===== src/rtl/serial_sample_responder.sv =====
// Device end of the serial sample link: on a start bit, shifts the held sample out MSB-first.
// A 1-deep pending buffer keeps samples that arrive mid-frame from tearing the frame in flight.
module serial_sample_responder #(
  parameter int WIDTH = 12
) (
  input  logic             clk,
  input  logic             rst,
  input  logic             din,
  input  logic [WIDTH-1:0] sample_in,
  input  logic             sample_valid,
  output logic             dout,
  output logic             busy,
  output logic             done,
  output logic             overrun
);

  localparam int CW = $clog2(WIDTH);

  typedef enum logic {IDLE = 1'b0, SHIFT = 1'b1} state_t;

  state_t           state, state_nx;
  logic [WIDTH-1:0] h, h_nx, p, p_nx;
  logic             pv, pv_nx;
  logic [CW-1:0]    cnt, cnt_nx, cnt_m1;
  logic             dout_nx, busy_nx, done_nx, ovr_nx;

  assign cnt_m1 = cnt - 1'b1;

  always_ff @(posedge clk or posedge rst) begin
    if (rst) state <= IDLE;
    else     state <= state_nx;
  end

  always_comb begin
    state_nx = state;
    case (state)
      IDLE:    if (din) state_nx = SHIFT;
      SHIFT:   if (cnt == '0) state_nx = IDLE;
      default: state_nx = IDLE;
    endcase
  end

  // cnt holds the index of the bit currently on dout while shifting
  always_comb begin
    h_nx    = h;
    p_nx    = p;
    pv_nx   = pv;
    cnt_nx  = cnt;
    dout_nx = dout;
    busy_nx = busy;
    done_nx = 1'b0;
    ovr_nx  = overrun;
    case (state)
      IDLE: begin
        if (din) begin
          dout_nx = h[WIDTH-2];
          busy_nx = 1'b1;
          cnt_nx  = CW'(WIDTH - 2);
          if (sample_valid) begin
            p_nx  = sample_in;
            pv_nx = 1'b1;
            if (pv) ovr_nx = 1'b1;
          end
        end else begin
          busy_nx = 1'b0;
          if (sample_valid) h_nx = sample_in;
          dout_nx = h_nx[WIDTH-1];
        end
      end
      SHIFT: begin
        if (cnt == '0) begin
          busy_nx = 1'b0;
          done_nx = 1'b1;
          pv_nx   = 1'b0;
          // newest sample wins; dropping a pending one counts as overrun
          if (sample_valid) begin
            h_nx = sample_in;
            if (pv) ovr_nx = 1'b1;
          end else if (pv) begin
            h_nx = p;
          end
          dout_nx = h_nx[WIDTH-1];
        end else begin
          dout_nx = h[cnt_m1];
          cnt_nx  = cnt_m1;
          if (sample_valid) begin
            p_nx  = sample_in;
            pv_nx = 1'b1;
            if (pv) ovr_nx = 1'b1;
          end
        end
      end
      default: ;
    endcase
  end

  always_ff @(posedge clk or posedge rst) begin
    if (rst) begin
      h       <= '0;
      p       <= '0;
      pv      <= 1'b0;
      cnt     <= '0;
      dout    <= 1'b0;
      busy    <= 1'b0;
      done    <= 1'b0;
      overrun <= 1'b0;
    end else begin
      h       <= h_nx;
      p       <= p_nx;
      pv      <= pv_nx;
      cnt     <= cnt_nx;
      dout    <= dout_nx;
      busy    <= busy_nx;
      done    <= done_nx;
      overrun <= ovr_nx;
    end
  end

endmodule


===== config.mk =====
export PLATFORM = sky130hd
export DESIGN_NAME = serial_sample_responder
export DESIGN_NICKNAME = d
export VERILOG_FILES = /design/src/rtl/serial_sample_responder.sv
export SDC_FILE = /design/constraint.sdc
export NUM_CORES = 1
export LEC_CHECK = 0
export ABC_CLOCK_PERIOD_IN_PS = 2550
export BUFFER_PORTS_ARGS = -buffer_cell sky130_fd_sc_hd__buf_2
export CORE_MARGIN = 2
export CORE_UTILIZATION = 30
export CTS_BUF_LIST = sky130_fd_sc_hd__clkbuf_8 sky130_fd_sc_hd__clkbuf_16
export DETAILED_ROUTE_END_ITERATION = 12
export SLEW_MARGIN = 10
export SYNTH_ARGS = -nofsm -noshare
export SYNTH_HDL_FRONTEND = slang
export SYNTH_SLANG_ARGS = --single-unit

===== constraint.sdc =====
create_clock -name clk -period 2.55 [get_ports clk]
set_clock_uncertainty 0.2 [all_clocks]
set_input_delay 0.51 -clock clk [delete_from_list [all_inputs] [get_ports clk]]
set_output_delay 0.51 -clock clk [all_outputs]
set_load 0.01 [all_outputs]

==> reports/qor.csv <==
metric,value,unit
avgRoutedWirePerCell,13.4,um
syn_to_final_growth,16.4,%
synth_area,1700,um^2
ys_top_cells_by_area,"dfrtp_1, mux2_2, mux4_2",
status,completed,
cts_resized,0,
synth_nets,150,
max_slew.worst_pin.slew,0.589,ns
slew_headroom,0.605,
peakVddDrop,0.437,mV
cp_slowest_cell,o2bb2ai_2,
drtAntennaViolNets,0,
report.final.slew_viol_count,0,
num_vias,1088,
hpwl,2.24,mm
pwr-share-seq,0.387,
drtIter0Drc,69,
clkPwrFrac,0.190,
diodes,0,
p_leak,0.870,nW
ys_seq_area_frac,0.502,
r2r-start,cnt[0],
grt.total_usage,0.111,
io_pins,20,
clkLatencyLatePin,0.27,ns
antenna_found_initial,0,
grt_max_degree,35,
clock-root-buffer,clkbuf_8,
p_switching,783,uW
die_w,79.2,um
drcViolationCount,0,
die_h,79.2,um
async_flop_share,1.00,
powerDensity,1240,nW/um^2
grt_pass1_vias,1119,
yosys_register_bits,34,
startpoint_type,flop,
clock_sinks,34,
combPwrFrac,0.423,
cp-end-kind,flop,
synthFlopType,dfrtp_1,
netlist_instances,133,
overflow,0,
timing.critical_path.buf_inv,1,
yosys_warnings,0,
period_needed,2.34,ns
ctsLongestPathBuffers,2,
synth_top_area_frac,0.502,
hold_class,in -> async,
netSwitchingFraction,0.320,
grt_first_pass_wirelength,5.38,mm
nets,173,
htree_levels,2,
place.gp.congestion,0.769,
synthTopCellsByCount,"dfrtp_1, mux2_2, nand2_1, inv_1, o21ai_0",
setup_viol,0,
cts_setup_buffers,0,
whs,0.111,ns
avgSynthCellArea,12.7,um^2
fin_crit_sh,0.920,
coreArea,5470,um^2
crit_fanout,11,
via_per_inst,4.75,
crit_arrival,2.30,ns
layout-drive-gt1-share,0.471,
synth_edf_count,0,
drtPass1Iterations,4,
r2r_cells,6,
synth.distinct_cells,36,
r2r-end,h[2],
slowest_delay,0.51,ns
reg2reg_slack,0.21,ns
rows,27,
cp.required,2.51,ns
crit_family,compound AO/OA/AOI/OAI gates,
path_cells,inv_1 > ha_1 > nor3b_4 > a21oi_2 > o2bb2ai_2 > mux2_2,
yosysTopAreaCell,dfrtp_1,
max-cap-violations,0,
tns,0,ns
num-fill-cells,554,
wl,3.07,mm
finalHoldViolCount,0,
rsz0062_at_grt,no,
die-area,6270,um^2
p_int,1.66,mW
crit_type,reg -> reg,
max_freq,0.426,GHz
cts_tree,done,
io_buffers,19,
holdBufCountCts,0,
clk_pin_slew,0.07,ns
initial_core_util,0.310,
numCtsBuffers,5,
layer usage:
layer | GRT usage | part of all wire
met3 | 0.0250 | 0.036
met2 | 0.186 | 0.50
met1 | 0.139 | 0.45
met5 | 0 | 0
met4 | 0.0414 | 0.011
power groups by stage:
stage	clock [mW]	combinational, mW	sequential, mW
after CTS	0.480	1.05	0.949
after global placement	0	1.03	0.948
after detailed placement	0	1.05	0.958
final	0.464	1.03	0.947
after floorplan	0	0.885	0.913
after global routing	0.509	1.15	0.981
how the worst max path moves through the flow:
stage          startpoint    end  slack (ns)  cells after the start
6_report           cnt[0]   h[2]        0.21                      6
5_1_grt            cnt[1]   h[1]        0.02                      6
4_1_cts            cnt[0]   h[2]        0.17                      6
3_5_place_dp       cnt[0]  h[10]        0.20                      6
3_3_place_gp       cnt[0]   h[5]        0.22                      6
2_1_floorplan      cnt[0]   h[0]        0.38                      8
tightest hold or removal path, stage by stage:
cell and delay (ns):
buf_2 0.09, inv_1 0.04, buf_4 0.37
area by class of cell:
| class | count | area (um^2) | share of cell area |
|---|---|---|---|
| Clock inverter | 3 | 37.5 | 0.0190 |
| Clock buffer | 5 | 68.8 | 0.0349 |
| Timing Repair Buffer | 24 | 133 | 0.0672 |
| Multi-Input combinational cell | 85 | 771 | 0.391 |
| Tap cell | 72 | 90.1 | 0.0457 |
| Inverter | 6 | 22.5 | 0.0114 |
| Sequential cell | 34 | 851 | 0.431 |
through the flow:
stage,power (mW),worst slack (ns),cell area (um^2),instances,utilization
3_5_place_dp,2.01,0.198,1870,221,0.341
4_1_cts,2.48,0.169,1970,229,0.361
5_1_grt,2.64,0.0245,1970,229,0.361
3_3_place_gp,1.98,0.222,1870,221,0.341
6_report,2.44,0.205,1970,229,0.361
2_1_floorplan,1.80,0.377,1700,133,-
sequential cells by signal, indices dropped and copies added, names as in the netlist:
register and count:
busy 1, h 12, dout 1, p 12, state 1, overrun 1, pv 1, done 1
cnt 4
layout by cell type, fill, tap and decap left out, types with 2 or more instances in the layout:
master,n
mux4_2,3
nor2_1,2
o21ai_0,5
dfrtp_1,34
inv_1,8
clkbuf_8,5
buf_2,19
nand2b_1,3
a31oi_1,2
mux2_2,34
nand3_1,4
nand2_1,10
buf_4,5
o31ai_1,2
cells by family (layout without fill, tap and decap cells):
kind of cell             Yosys count  count (layout)  synth area share
flip-flops                        34              34             0.502
buffers and inverters             14              38            0.0435
AO/OA/AOI/OAI                     19              19            0.0804
multiplexers                      38              38             0.272
AND/OR/NAND/NOR                   25              25            0.0849
adder cells (fa/ha/maj)            1               1           0.00738
XOR/XNOR                           2               2            0.0103
Power figures use the tool's default switching activity.
